==> src/rtl/seg7_pkg.sv <==
// seg7_pkg: shared constants, frame type and segment decode table for the 7-segment display path
package seg7_pkg;
    localparam int NUM_DIGITS = 8;
    localparam logic [6:0] SEG_BLANK = 7'h7F;
    localparam logic [6:0] SEG_TABLE [16] = '{
        7'b1000000, 7'b1111001, 7'b0100100, 7'b0110000,
        7'b0011001, 7'b0010010, 7'b0000010, 7'b1011000,
        7'b0000000, 7'b0010000, 7'b0001000, 7'b0000011,
        7'b1000110, 7'b0100001, 7'b0000110, 7'b0001110
    };
    typedef struct packed {
        logic [4*NUM_DIGITS-1:0] digits;
        logic [NUM_DIGITS-1:0]   blank;
        logic [NUM_DIGITS-1:0]   dp;
    } frame_t;
    localparam frame_t FRAME_RESET = '{digits: '0, blank: '1, dp: '0};
endpackage

==> src/rtl/seg7_scan_mux_if.sv <==
// seg7_scan_mux_if: valid/ready frame transfer bundle between the digit source and the scan mux
interface seg7_scan_mux_if;
    import seg7_pkg::*;
    logic                    in_valid;
    logic                    in_ready;
    logic [4*NUM_DIGITS-1:0] in_digits;
    logic [NUM_DIGITS-1:0]   in_blank;
    logic [NUM_DIGITS-1:0]   in_dp;
    modport master (output in_valid, in_digits, in_blank, in_dp, input in_ready);
    modport slave (input in_valid, in_digits, in_blank, in_dp, output in_ready);
endinterface

==> src/rtl/seg7_decode.sv <==
// seg7_decode: nibble to active-low {G..A} segment pattern
module seg7_decode
    import seg7_pkg::*;
(
    input  logic [3:0] nib,
    output logic [6:0] seg
);
    assign seg = SEG_TABLE[nib];
endmodule

==> src/rtl/seg7_scan_mux.sv <==
// seg7_scan_mux: double-buffered 8-digit frame scanned onto shared segment lines with dead-time anodes
module seg7_scan_mux
    import seg7_pkg::*;
#(
    parameter int TICK_DIV = 50000,
    parameter int DEAD_CYC = 500
) (
    input  logic                  clk,
    input  logic                  rst,
    input  logic                  en,
    seg7_scan_mux_if.slave        frame,
    output logic [NUM_DIGITS-1:0] an,
    output logic [6:0]            seg,
    output logic                  dp,
    output logic                  frame_done
);
    localparam int PW = $clog2(TICK_DIV);

    logic [PW-1:0] prescaler;
    logic [2:0]    idx;
    frame_t        active, pending;
    logic          pending_full;
    logic          tick, wrap, xfer, swap;
    logic [6:0]    dec_seg;

    assign tick = en & (prescaler == PW'(TICK_DIV - 1));
    assign wrap = tick & (idx == 3'd7);
    assign frame.in_ready = ~pending_full;
    assign xfer = frame.in_valid & ~pending_full;
    // disabled display has no frame boundary to wait for, so a pending frame goes live at once
    assign swap = pending_full & (~en | wrap);

    seg7_decode u_decode (
        .nib (active.digits[{idx, 2'b00} +: 4]),
        .seg (dec_seg)
    );

    // slot prescaler and digit index; both park at zero while disabled
    always_ff @(posedge clk or negedge rst) begin
        if (!rst) begin
            prescaler  <= '0;
            idx        <= '0;
            frame_done <= 1'b0;
        end else begin
            prescaler  <= (~en | tick) ? '0 : prescaler + 1'b1;
            idx        <= en ? idx + 3'(tick) : 3'd0;
            frame_done <= wrap;
        end
    end

    // pending/active double buffer; active only changes on a wrap or while disabled
    always_ff @(posedge clk or negedge rst) begin
        if (!rst) begin
            pending      <= FRAME_RESET;
            active       <= FRAME_RESET;
            pending_full <= 1'b0;
        end else begin
            if (xfer) begin
                pending      <= '{digits: frame.in_digits, blank: frame.in_blank, dp: frame.in_dp};
                pending_full <= 1'b1;
            end else if (swap) begin
                active       <= pending;
                pending_full <= 1'b0;
            end
        end
    end

    // registered pin drivers; prescaler doubles as the cycles-since-idx-change counter for dead time
    always_ff @(posedge clk or negedge rst) begin
        if (!rst) begin
            an  <= '1;
            seg <= SEG_BLANK;
            dp  <= 1'b1;
        end else begin
            an  <= (~en | (prescaler < PW'(DEAD_CYC))) ? '1 : ~(NUM_DIGITS'(1) << idx);
            seg <= active.blank[idx] ? SEG_BLANK : dec_seg;
            dp  <= active.blank[idx] | ~active.dp[idx];
        end
    end
endmodule

==> src/flat_wrapper.sv <==
// flat-port wrapper written by rule: the top's interface ports become plain ports
module seg7_scan_mux_flat import seg7_pkg::*;
#(
    parameter int TICK_DIV = 50000,
    parameter int DEAD_CYC = 500
)
  (clk, rst, en, an, seg, dp, frame_done, frame_in_valid, frame_in_digits, frame_in_blank, frame_in_dp, frame_in_ready);
  seg7_scan_mux_if frame_i ();
  input  logic clk;
  input  logic rst;
  input  logic en;
  output logic [NUM_DIGITS-1:0] an;
  output logic [6:0] seg;
  output logic dp;
  output logic frame_done;
  input wire logic [$bits(frame_i.in_valid)-1:0] frame_in_valid;
  input wire logic [$bits(frame_i.in_digits)-1:0] frame_in_digits;
  input wire logic [$bits(frame_i.in_blank)-1:0] frame_in_blank;
  input wire logic [$bits(frame_i.in_dp)-1:0] frame_in_dp;
  output wire logic [$bits(frame_i.in_ready)-1:0] frame_in_ready;
  assign frame_i.in_valid = frame_in_valid;
  assign frame_i.in_digits = frame_in_digits;
  assign frame_i.in_blank = frame_in_blank;
  assign frame_i.in_dp = frame_in_dp;
  assign frame_in_ready = frame_i.in_ready;
  seg7_scan_mux #(.TICK_DIV(TICK_DIV), .DEAD_CYC(DEAD_CYC)) u_core (.clk(clk), .rst(rst), .en(en), .frame(frame_i), .an(an), .seg(seg), .dp(dp), .frame_done(frame_done));
endmodule
==> config.mk <==
export PLATFORM = sky130hd
export DESIGN_NAME = seg7_scan_mux_flat
export DESIGN_NICKNAME = d
export VERILOG_FILES = /design/src/rtl/seg7_pkg.sv /design/src/rtl/seg7_scan_mux_if.sv /design/src/rtl/seg7_decode.sv /design/src/rtl/seg7_scan_mux.sv /design/src/flat_wrapper.sv
export SDC_FILE = /design/constraint.sdc
export NUM_CORES = 1
export LEC_CHECK = 0
export ABC_AREA = 1
export CAP_MARGIN = 20
export CORE_ASPECT_RATIO = 2
export CORE_UTILIZATION = 45
export DETAILED_ROUTE_END_ITERATION = 7
export PLACE_DENSITY = 0.66
export SYNTH_ARGS = -nofsm -noshare
export SYNTH_HDL_FRONTEND = slang
export SYNTH_SLANG_ARGS = --single-unit
==> constraint.sdc <==
create_clock -name clk -period 2.15 [get_ports clk]
set_input_delay 0.645 -clock clk [delete_from_list [all_inputs] [get_ports clk]]
set_output_delay 0.645 -clock clk [all_outputs]
set_load 0.01 [all_outputs]
======== Yosys cells after proc, flatten, opt, wreduce, memory -nomap -nowiden ========
Memory sizes are Yosys's and may differ from the RTL's.
Cells that the tools add are included.
word-level totals
  bits in registers ....................... 133
  memories kept ........................... 1
  bits of input ports ..................... 52
  memory bits (read-only) ................. 112
  latch bits .............................. 0
  output and inout port bits .............. 18
  word-level logic and storage cells ...... 51
  RAM bits ................................ 0
operators by class
  shift operators ......................... 2
  equality and inequality tests ........... 2
  reductions and logical operators ........ 2
  $mul .................................... 0
  mux-type cells .......................... 12
  divide/modulo/power cells ............... 0
  bitwise logic cells ..................... 14
  $lt $le $gt $ge ......................... 3
  add/subtract/negate cells ............... 2
memories
  memory            words  bits a word  rd ports  clocked after memory_dff  write ports  RTL line          RTL
  (name not given)  16     7            1         0                         0            seg7_decode.sv:8  assign seg = SEG_TABLE[nib];
operators with widths
  cell                     number
  $shiftx A32 B6 Y4        1
  $mux W7                  3
  $add A16 B1 Y16 const B  1
  $eq A16 B16 Y1 const B   1
  $lt A16 B9 Y1 const B    1
  $mux W16                 1
  $mux W8                  1
  $not A8 Y8               1
  $shl A1 B3 Y8 const A    1
  $bmux W1 S3              2
  $ge A5 B5 Y1 const B     1
  $not A4 Y5               1
  $and A1 B1 Y1            4
  $lt A3 B4 Y1 const B     1
  $mux W1                  4
  $not A1 Y1               4
  $or A1 B1 Y1             4
  $add A3 B1 Y3            1
  $eq A3 B3 Y1 const B     1
  $mux W3                  1
  $reduce_and A2 Y1        1
  $reduce_bool A2 Y1       1

======== Logic depth before layout (Yosys ltp) ========
Gate-level depths: netlist of the first run.
  word-level depth ........................ 7
  gate-level depth with buffers ........... 14
  mapped depth without buffers ............ 12

======== By module ========
Synthesis of the first run repeated with hierarchy kept, for this count alone.
second synthesis, totals
  cells, all modules ...................... 631
  area, all modules ....................... 5928.2 um^2
by module, submodules not included
  module         cells each  area each (um^2)  sequential area each (um^2)  times used
  seg7_scan_mux  581         5666.7            3368.2                       1
  seg7_decode    50          261.5             0.0                          1

======== Worst setup path after synthesis of the first run ========
OpenSTA, ideal clock, no wires.
  path type ............................... flip-flop to flip-flop
  start ................................... register u_core.idx[0]
  end ..................................... register u_core.seg[0]
  clock period less this slack ............ 1.711 ns
  setup time .............................. 0.078 ns
  path slack .............................. 0.439 ns
  required time ........................... 2.072 ns
  path buffers ............................ 2
  arrival time ............................ 1.633 ns
  cell stages (with the launch flop) ...... 14
  path through ............................ dfrtp_1 > buf_4 > buf_2 > nand2_1 > nand2_1 > nand2_1 > nand3_1 > nand2_1 > inv_1 > ha_1 > nand3_1 > nor2_1 > nor2_1 > nand2_1
between the ends
  word-level cells in the longest chain between the ends .. 6
  elaborated cells between the ends (all ways) .. 8
  classes of those cells .................. shift: 1; mux: 5; bitwise: 1; memory: 1
RTL lines
  element                                      RTL line             RTL
  start, declared                              seg7_scan_mux.sv:20  logic [2:0] idx;
  start signal, assigned                       seg7_scan_mux.sv:46  idx <= en ? idx + 3'(tick) : 3'd0;
  $shiftx A32 B6 Y4                            seg7_scan_mux.sv:34  .nib (active.digits[{idx, 2'b00} +: 4]),
  $not A4 Y5 (implied by the code)             seg7_decode.sv:8
  $mem_v2 Z16 W7                               n/a
  $mux W7 (implied by the code) (2 in series)  seg7_decode.sv:8
  $mux W7 (*)                                  seg7_scan_mux.sv:76  seg <= active.blank[idx] ? SEG_BLANK : dec_seg;
  end signal, assigned                         seg7_scan_mux.sv:76
  end, declared                                seg7_scan_mux.sv:13  output logic [6:0] seg,
Every way passes the cells marked *; elsewhere a longest branch is shown, timed or not. The select of a mux whose other input is x is not followed.
A chain may end at the register's enable or synchronous reset.

======== Final worst setup path of the first run ========
  start ................................... register u_core.an[1]
  end ..................................... output port an[1]
RTL lines
  element                 RTL line             RTL
  start, declared         seg7_scan_mux.sv:12  output logic [NUM_DIGITS-1:0] an,
  start signal, assigned  seg7_scan_mux.sv:75  an <= (~en | (prescaler < PW'(DEAD_CYC))) ? '1 : ~(NUM_DIGITS'(1) << idx);
  end, declared           flat_wrapper.sv:12   output logic [NUM_DIGITS-1:0] an;
No word-level cell between the ends.

==> impl_results.md, run 1 <==
- Largest net degree at the start of global routing: 95
- Core area: 12900 um2
- Hold bufs inserted after CTS: 0
- CTS Buffer Depth: 2
- Hold_ws: 0.285 ns
- Die Wd: 83.3 um
- Routed WL: 12300 um
- H-tree Lvls: 4
- Critical path's slowest cell: dfstp_2
- PostCTS Resize Cnt: 0
- Clock insertion delay at the later pin of the skew report: 0.41 ns
- Status: finished clean
- Critical path launch point type: flop
- Cell Pwr Density: 1060 nW/um2
- Routed len/inst: 14.1 um
- CTS tree: built
- Worst min-delay path class: in2async
- Synthesis-to-finish area growth: 25.5%
- Number of global-route vias before repair: 4702
- Row count: 59
- DRC: 0
- Pre-antenna DRT Iters: 4
- Worst r2r src: u_core.idx[0]$_DFF_PN0_
- Antenna-violating nets left: 0
- Grt total ovfl: 0
- Lkg Pwr: 3.49 nW
- Detailed Route Iter0 Violations: 202
- Initial antenna violation count: 0
- Synth Cell Area: 5950 um2
- Worst IR Drop VDD: 0.684 mV
- Period utilization: 96.9%
- Non-Filler Instances: 874
- Clock sink count: 133
- # IOs: 70
- Inst Count DP: 842
- DR vias: 4508
- First-pass GRT wire length: 21400 um
- Synth warn: 0
- Crit-path max FO: 1
- Hold Fails Final Rpt: 0
- Clock root buffer: clkbuf_16
- Max Freq: 480 MHz
- GP Congestion: 0.870
- Nets: 770
- Slew margin rel.: 64.6%
- Mean Syn Cell Area: 9.42 um2
- CTS clk-pin slew, worst paths: 0.05 ns
- # Max-Cap Violations: 0
- Aggregate global-route resource usage: 19.7%
- Arrival time at the worst endpoint: 1.44 ns
- # setup viols final: 0
- PortBufs: 69
- Initial core utilization: 46.1%
- Slew Viols, Final: 0
- Share of cells above drive strength 1: 19.1%
- Vias per cell: 5.16
- Critical Path End Type: output pin
- Critical Path, Cell by Cell: clkdlybuf4s50_1
- Synth cell types: 27
- Antenna cells: 0
- Required @ worst endpoint: 1.50 ns
- Dpl hpwl: 8680 um
- Minimum clock period: 2.08 ns
- Synth Net Count: 693
- Full die area: 13700 um2
- Inserted Clock Buffers: 17
- Worst Tran Pin Value: 0.529 ns
- Sequential fraction of the synthesis area: 56.6%
- Critical Path Max Stage Delay: 0.52 ns
- Synth Instances: 632
- Crit-path leading delay family: flip-flops
- Vert. Die Dim: 165 um
- Setup Fix Bufs, Post-CTS: 0
- Setup crit start: u_core.an[1]$_DFF_PN1_
- Register bit total from synthesis: 133
- Crit path buffers/inverters: 1
- Layout Skew: 0.0133 ns
- Crit Path Class: reg2out
-- per-layer routing --
metal / global-route usage (%) / routed length (um) / share of wire [%] / up-vias
li1: - / - / - / 2205
met1: 21.8 / 4840 / 39 / 2197
met2: 37.0 / 6960 / 57 / 94
met3: 4.00 / 296 / 2.4 / 12
met4: 6.97 / 212 / 1.7 / 0
met5: 0 / 0 / 0 / -
-- registers in the layout, summed over array words and instances (netlist names) --
signal and cells:
u_core.seg 7, u_core.prescaler 16, u_core.pending_full 1, u_core.pending 48, u_core.idx 3, u_core.an 8, u_core.active 48, u_core.frame_done 1
u_core.dp 1
-- synthesized netlist by cell type --
cell type,instances,area share [%]
a211oi_1,2,0.25
a21oi_1,7,0.59
a22oi_1,1,0.13
buf_2,11,0.92
buf_4,2,0.25
buf_6,5,0.95
clkbuf_1,8,0.50
dfrtp_1,101,42
dfstp_2,32,14
ha_1,9,1.9
inv_1,28,1.8
inv_2,2,0.13
mux2_2,48,9.1
nand2_1,225,14
nand2_2,3,0.32
nand3_1,77,6.5
nand4_1,8,0.84
nor2_1,38,2.4
nor2_2,2,0.21
nor3_1,9,0.76
nor3b_1,3,0.38
o211ai_1,1,0.13
o21a_1,1,0.13
o21ai_0,3,0.25
o21ai_2,1,0.15
xnor2_1,3,0.44
xor2_1,2,0.29
-- final timing paths --
kind	endpoint	slack, ns	cells past startpoint
max	an[1]	0.07	1
min	u_core.frame_done$_DFF_PN0_	0.29	2
max reg2reg	u_core.seg[0]$_DFF_PN1_	0.15	12
min reg2reg	u_core.prescaler[0]$_DFF_PN0_	0.46	1
max in group asynchronous	u_core.seg[3]$_DFF_PN1_	1.45	2
min in group clk	u_core.prescaler[0]$_DFF_PN0_	0.46	1
-- kinds of logic (layout without fill, tap and decap cells) --
logic type,count (synthesis),after routing,share of synthesized area (%)
AOI/OAI and AO/OA,16,16,1.62
xor gates and xnor gates,5,5,0.736
adders and majority gates,9,9,1.89
buffers and inverters,56,146,4.52
DFF,133,133,56.6
muxes,48,48,9.08
and+or+nand+nor,365,365,25.6
-- through the flow --
stage | setup slack (ns) | utilization [%] | TNS, ns | instance area, um2 | power [mW]
5_1_grt | -0.00727 | 57.8 | -0.0117 | 7470 | 8.38
4_1_cts | 0.0437 | 57.7 | 0 | 7450 | 8.01
3_5_place_dp | 0.109 | 53.0 | 0 | 6850 | 5.04
6_report | 0.0675 | 57.8 | 0 | 7470 | 7.94
2_1_floorplan | 0.439 | - | 0 | 5950 | 4.42
3_3_place_gp | 0.197 | 53.0 | 0 | 6850 | 4.96
-- where the power goes --
group | switching, mW | internal (mW)
Sequential | 0.304 | 3.19
Clock | 1.06 | 1.89
Combinational | 0.771 | 0.723
Total | 2.14 | 5.80
-- cell usage in the layout, fill, tap and decap left out, types with 2 or more instances in the layout --
cell type,instances
clkbuf_8,2
mux2_2,48
a211oi_1,2
ha_1,9
xnor2_1,3
nand2_1,224
clkdlybuf4s50_1,68
o21ai_0,3
clkinvlp_4,2
dfrtp_2,2
nor3_1,9
inv_6,2
buf_12,4
bufinv_16,3
clkbuf_16,17
nand4_1,8
nor2_4,2
inv_1,28
a21oi_1,7
nor2_1,38
dfrtp_1,99
nor3b_1,3
nand3_1,77
xor2_1,2
nand2_2,4
dfstp_2,32
buf_4,12
clkinv_2,4
-- worst register-to-register path: cells and delay by family (launching register included) --
family,cells,cell delay (ns)
simple gates,9,0.86
buf+inv,2,0.33
fa+ha+maj,1,0.27
flops,1,0.46
-- area by class of cell --
| cell class | count | area, um2 |
|---|---|---|
| tap | 152 | 190 |
| clock buffer | 20 | 457 |
| sequential | 133 | 3370 |
| timing repair buffer | 84 | 851 |
| clock inverter | 12 | 151 |
| fill | 1141 | 5450 |
| multi-input combinational | 443 | 2330 |
| inverter | 30 | 115 |
No activity file was read; power rests on OpenSTA's default activity.
==> run 2: changes to the inputs <==
- DONT_BUFFER_PORTS: default -> 1
- PLACE_DENSITY: 0.66 -> default
==> run 2 against run 1 <==
The run now ends with negative hold slack left. Register-to-register slack better by 0.08 ns. Non-clock buffer count fell by 72. First-iteration DRC count fell by 3.5%. Die area did not move. Critical endpoint is now u_core.seg[3]$_DFF_PN1_.
==> impl_results.md, run 2 (synthesis results as in run 1) <==
- Arrival time at the worst endpoint: 2.23 ns (+0.79 ns)
- Vias per cell: 5.26 (+2.0%)
- Crit Path Class: reg2reg
- Inserted Clock Buffers: 17 (unchanged)
- CTS Buffer Depth: 2 (unchanged)
- Aggregate global-route resource usage: 20.6% (+0.93 points)
- Routed WL: 13000 um (+5.5%)
- Share of cells above drive strength 1: 20.5% (+1.3 points)
- Crit-path leading delay family: simple AND/OR/NAND/NOR gates
- Most used cell, CP: nand2_1
- Most frequent cells in the layout: nand2_1, dfrtp_1, nand3_1
- Grt total ovfl: 0 (unchanged)
- Biggest registers after layout: u_core.active x48, u_core.pending x48, u_core.prescaler x16
- Required @ worst endpoint: 2.47 ns (+0.97 ns)
- Nets: 698 (-9.4%)
- Dpl hpwl: 9160 um (+5.4%)
- GP Congestion: 0.837 (-3.8%)
- Clock sink count: 133 (unchanged)
- Largest net degree at the start of global routing: 134 (+41%)
- # IOs: 70 (unchanged)
- Failing checks: negative hold slack
- Full die area: 13700 um2 (unchanged)
- Critical path's slowest cell: dfrtp_1
- Detailed Route Iter0 Violations: 195 (-3.5%)
- Critical Path Max Stage Delay: 0.40 ns (-0.12 ns)
- Minimum clock period: 1.92 ns (-0.167 ns)
- Min setup slack post-route: 0.235 ns (+0.167 ns)
- Status: finished, violations left
- Lkg Pwr: 3.20 nW (-8.4%)
- Synthesis-to-finish area growth: 13.4%
- Critical Path End Type: flop
- Cell Pwr Density: 1170 nW/um2 (+10%)
- CTS clk-pin slew, worst paths: 0.06 ns (about the same)
- PortBufs: 0 (-100%)
- RSZ-0062 raised after global routing: no
- H-tree Lvls: 4 (unchanged)
- Routed len/inst: 16.2 um (+15%)
- Core area: 12900 um2 (unchanged)
- Clock root buffer: clkbuf_16
- Worst min-delay path class: in2async
- Crit-path max FO: 15 (+14)
- CTS tree: built
- Clock insertion delay at the later pin of the skew report: 0.42 ns (about the same)
- Critical path launch point type: flop
- First-pass GRT wire length: 21800 um (+1.9%)
- DR vias: 4221 (-6.4%)
- Number of global-route vias before repair: 4450 (-5.4%)
- Row count: 59 (unchanged)
- Antenna cells: 0 (unchanged)
- Slew Viols, Final: 0 (unchanged)
- Commonest non-fill, non-tap cell in the layout: nand2_1
- Crit path buffers/inverters: 2 (+1)
- Slew margin rel.: 61.8% (-2.9 points)
- Hold Fails Final Rpt: 101 (+101)
- Worst Tran Pin Value: 0.572 ns (+0.0428 ns)
- # setup viols final: 0 (unchanged)
- Worst IR Drop VDD: 0.851 mV (+25%)
- Hold_ws: -0.0823 ns (-0.368 ns)
- # Max-Cap Violations: 0 (unchanged)
- DRC: 0 (unchanged)
- Die Wd: 83.3 um (unchanged)
- Critical Path, Cell by Cell: inv_2 > nor2_2 > nand2_1 > nand4_1 > nand2_1 > inv_1 > ha_1 > nand3_1 > nand2_1 > nand2_1 > nand3_1
- Antenna-violating nets left: 0 (unchanged)
- Layout Skew: 0.00982 ns (-0.00350 ns)
- Initial core utilization: 46.1% (unchanged)
- Pre-antenna DRT Iters: 4 (unchanged)
- Setup TNS: 0 ns (unchanged)
- Initial antenna violation count: 0 (unchanged)
- Vert. Die Dim: 165 um (unchanged)
- Post-place setup slack: 0.194 ns (+0.0859 ns)
- Max Freq: 522 MHz (+8.7%)
- Period utilization: 89.1% (-7.8 points)
[run 2: layout make-up]
class	instances	area [um2]
fill	1206	6170
sequential	133	3370
multi-input combinational	443	2320
clock buffer	18	429
clock inverter	14	221
tap	152	190
inverter	30	113
timing repair buffer	12	103
[run 2: stage by stage]
step / instance area, um2 / power, mW / cells / hold slack [ns] / util [%]
after global routing: 6750 / 8.30 / 802 / -0.0997 / 52.3
after detailed placement: 6100 / 4.78 / 770 / 0.353 / 47.2
final: 6750 / 7.91 / 802 / -0.0823 / 52.3
after CTS: 6750 / 7.99 / 802 / -0.0935 / 52.2
after floorplan: 5950 / 4.42 / 632 / 0.349 / -
after global placement: 6100 / 4.72 / 770 / 0.352 / 47.2
[run 2: power by group]
group	total, mW	internal [mW]	leakage [nW]	switching [mW]
clock	3.18	2.07	0.308	1.11
combinational	1.15	0.497	1.30	0.650
sequential	3.58	3.20	1.59	0.381
[run 2: worst paths after layout]
| path | startpoint | endpoint | slack, ns | cells after the start |
|---|---|---|---|---|
| worst min register to register | u_core.prescaler[0]$_DFF_PN0_ | u_core.prescaler[0]$_DFF_PN0_ | 0.46 | 1 |
| worst min-delay path | rst | u_core.prescaler[7]$_DFF_PN0_ | -0.08 | 0 |
| worst max register to register | u_core.idx[0]$_DFF_PN0_ | u_core.seg[3]$_DFF_PN1_ | 0.23 | 11 |
| max in group asynchronous | rst | u_core.pending[9]$_DFFE_PN1P_ | 1.89 | 0 |
| worst max-delay path | u_core.idx[0]$_DFF_PN0_ | u_core.seg[3]$_DFF_PN1_ | 0.23 | 11 |
| min in group clk | en | u_core.idx[1]$_DFF_PN0_ | 0.33 | 2 |
[run 2: layer usage]
metal | part of all wire (%) | track usage, %
met4 | 3.0 | 10.0
met1 | 39 | 22.6
met5 | 0 | 0
met3 | 2.8 | 3.75
met2 | 55 | 38.0
[run 2: repair_timing]
| action | in CTS | in global routing |
|---|---|---|
| gates resized for setup | 0 | 1 |
| endpoints found under the hold margin | 101 | 101 |
| setup buffers | 0 | 0 |
| setup endpoints to repair | 0 | 4 |
==> run 3: changes to the inputs <==
- GPL_ROUTABILITY_DRIVEN: default -> 0
==> run 3 against run 2 <==
The run still ends with negative hold slack left. Cell count fell by 0.25%. Core utilization hardly changed. Clock power down 3%. Register-to-register slack about the same. Die area is the same. Critical endpoint is now u_core.seg[0]$_DFF_PN1_. Highest routed layer unchanged.
==> impl_results.md, run 3 (synthesis results as in run 1) <==
- Core area: 12900 um2 (unchanged)
- Largest net degree at the start of global routing: 134 (unchanged)
- Full die area: 13700 um2 (unchanged)
- Status: finished, violations left
- Commonest non-fill, non-tap cell in the layout: nand2_1
- Worst min-delay path class: in2async
- Hold_ws: -0.0761 ns (+0.00621 ns)
- Number of global-route vias before repair: 4405 (-1.0%)
- Area after DPL: 6080 um2 (-0.25%)
- Slew margin rel.: 63.1% (+1.3 points)
- Post-place setup slack: 0.223 ns (+0.0288 ns)
- PortBufs: 0 (unchanged)
- Crit path buffers/inverters: 2 (unchanged)
- Required @ worst endpoint: 2.49 ns (+0.02 ns)
- CTS tree: built
- Final Instance Area: 6750 um2 (about the same)
- Initial core utilization: 46.1% (unchanged)
- Clock root buffer: clkbuf_16
- Row count: 59 (unchanged)
- # IOs: 70 (unchanged)
- DR vias: 4216 (-0.12%)
- # Max-Cap Violations: 0 (unchanged)
- Fillcell total: 1155 (-4.2%)
- Setup TNS: 0 ns (unchanged)
- Vias per cell: 5.27 (+0.13%)
- Worst IR Drop VDD: 0.736 mV (-14%)
- Lkg Pwr: 3.20 nW (about the same)
- DRC: 0 (unchanged)
- Crit-path leading delay family: simple AND/OR/NAND/NOR gates
- Hold Fails Final Rpt: 101 (unchanged)
- H-tree Lvls: 4 (unchanged)
- Routed WL: 12500 um (-3.8%)
- Detailed Route Iter0 Violations: 216 (+11%)
- Inserted Clock Buffers: 17 (unchanged)
- Pre-antenna DRT Iters: 4 (unchanged)
- Critical Path, Cell by Cell: buf_4 > nand2_1 > nand2_1 > nand2_1 > nand3_1 > nand2_1 > inv_1 > ha_1 > nand3_1 > nor2_1 > nor2_1 > nand2_1
- Initial antenna violation count: 0 (unchanged)
- Layout Skew: 0.00842 ns (-0.00140 ns)
- Antenna-violating nets left: 0 (unchanged)
- Max Freq: 524 MHz (+0.43%)
- Biggest registers after layout: u_core.active x48, u_core.pending x48, u_core.prescaler x16
- Dpl hpwl: 8860 um (-3.2%)
- Nets: 696 (-0.29%)
- Failing checks: negative hold slack
- Most used cell, CP: nand2_1
- Synthesis-to-finish area growth: 13.4% (about the same)
- RSZ-0062 raised after global routing: no
- Routed len/inst: 15.6 um (-3.5%)
- Share of cells above drive strength 1: 20.4% (-0.091 points)
- First-pass GRT wire length: 21000 um (-3.9%)
- Vert. Die Dim: 165 um (unchanged)
- Critical Path End Type: flop
- Clock sink count: 133 (unchanged)
- CTS Buffer Depth: 2 (unchanged)
- Critical path's slowest cell: dfrtp_2
- Min setup slack post-route: 0.243 ns (+0.00819 ns)
- Slew Viols, Final: 0 (unchanged)
- # setup viols final: 0 (unchanged)
- Most frequent cells in the layout: nand2_1, dfrtp_1, nand3_1
- Antenna cells: 0 (unchanged)
- Critical Path Max Stage Delay: 0.45 ns (+0.05 ns)
- Grt total ovfl: 0 (unchanged)
- Cell Pwr Density: 1160 nW/um2 (-0.99%)
- CTS clk-pin slew, worst paths: 0.06 ns (about the same)
- Period utilization: 88.7% (-0.38 points)
- Minimum clock period: 1.91 ns (-0.00819 ns)
- Arrival time at the worst endpoint: 2.25 ns (+0.02 ns)
- Aggregate global-route resource usage: 19.7% (-0.89 points)
- Clock insertion delay at the later pin of the skew report: 0.41 ns (about the same)
- Critical path launch point type: flop
- Worst Tran Pin Value: 0.552 ns (-0.0198 ns)
- Crit-path max FO: 14 (-1)
- Crit Path Class: reg2reg
- Die Wd: 83.3 um (unchanged)
run 3: changes by cell type in the layout (fill, tap and decap cells not counted), sizes merged:
| cell | delta |
|---|---|
| clkinvlp | -2 |
| clkinv | +1 |
| inv | -5 |
| clkbuf | +8 |
| bufinv | -2 |
| buf | -2 |
run 3: report_power, final:
group | leakage (nW) | switching [mW] | total, mW | internal [mW]
logic | 1.29 | 0.632 | 1.13 | 0.499
registers | 1.58 | 0.402 | 3.60 | 3.20
clock network | 0.319 | 1.03 | 3.10 | 2.07
run 3: layer usage:
metal  routed length (um)  track usage, %
met1                 4740            21.2
met2                 6950            36.2
met3                  443            4.35
met5                    0               0
met4                  365            9.56
run 3: final timing paths:
| check | from | endpoint | slack, ns | depth (start not counted) |
|---|---|---|---|---|
| max | u_core.idx[0]$_DFF_PN0_ | u_core.seg[0]$_DFF_PN1_ | 0.24 | 12 |
| min in group clk | en | u_core.idx[0]$_DFF_PN0_ | 0.33 | 2 |
| max reg2reg | u_core.idx[0]$_DFF_PN0_ | u_core.seg[0]$_DFF_PN1_ | 0.24 | 12 |
| min reg2reg | u_core.active[15]$_DFFE_PN1P_ | u_core.active[15]$_DFFE_PN1P_ | 0.46 | 2 |
| min | rst | u_core.prescaler[12]$_DFF_PN0_ | -0.08 | 0 |
| max in group asynchronous | rst | u_core.active[11]$_DFFE_PN1P_ | 1.92 | 0 |
run 3: worst reg2reg max path, delay by kind of cell (launching register included):
family	cells	cell delay (ns)
adders and majority gates	1	0.26
buffers and inverters	2	0.31
DFF	1	0.45
and+or+nand+nor	9	0.82
run 3: through the flow:
stage | hold slack [ns] | utilization (%) | instances | total power [mW]
4_1_cts | -0.0865 | 52.1 | 800 | 7.91
3_3_place_gp | 0.353 | 47.1 | 768 | 4.73
2_1_floorplan | 0.349 | - | 632 | 4.42
5_1_grt | -0.0941 | 52.2 | 800 | 8.24
3_5_place_dp | 0.354 | 47.1 | 768 | 4.78
6_report | -0.0761 | 52.2 | 800 | 7.83
run 3: repair_timing:
item,4_1_cts,5_1_grt
hold endpoints to repair,101,101
buffers inserted,0,0
endpoints found under the setup margin,0,4
resized for setup,0,5
run 3: final cells by class:
type | count | area, um2 | area share (%)
clock buffers | 26 | 539 | 7.99
repair buffers | 10 | 87.6 | 1.30
multi-input cells | 443 | 2330 | 34.6
clock inverters | 6 | 111 | 1.65
flip-flops and latches | 133 | 3370 | 49.9
inverters | 30 | 115 | 1.71
well taps | 152 | 190 | 2.82
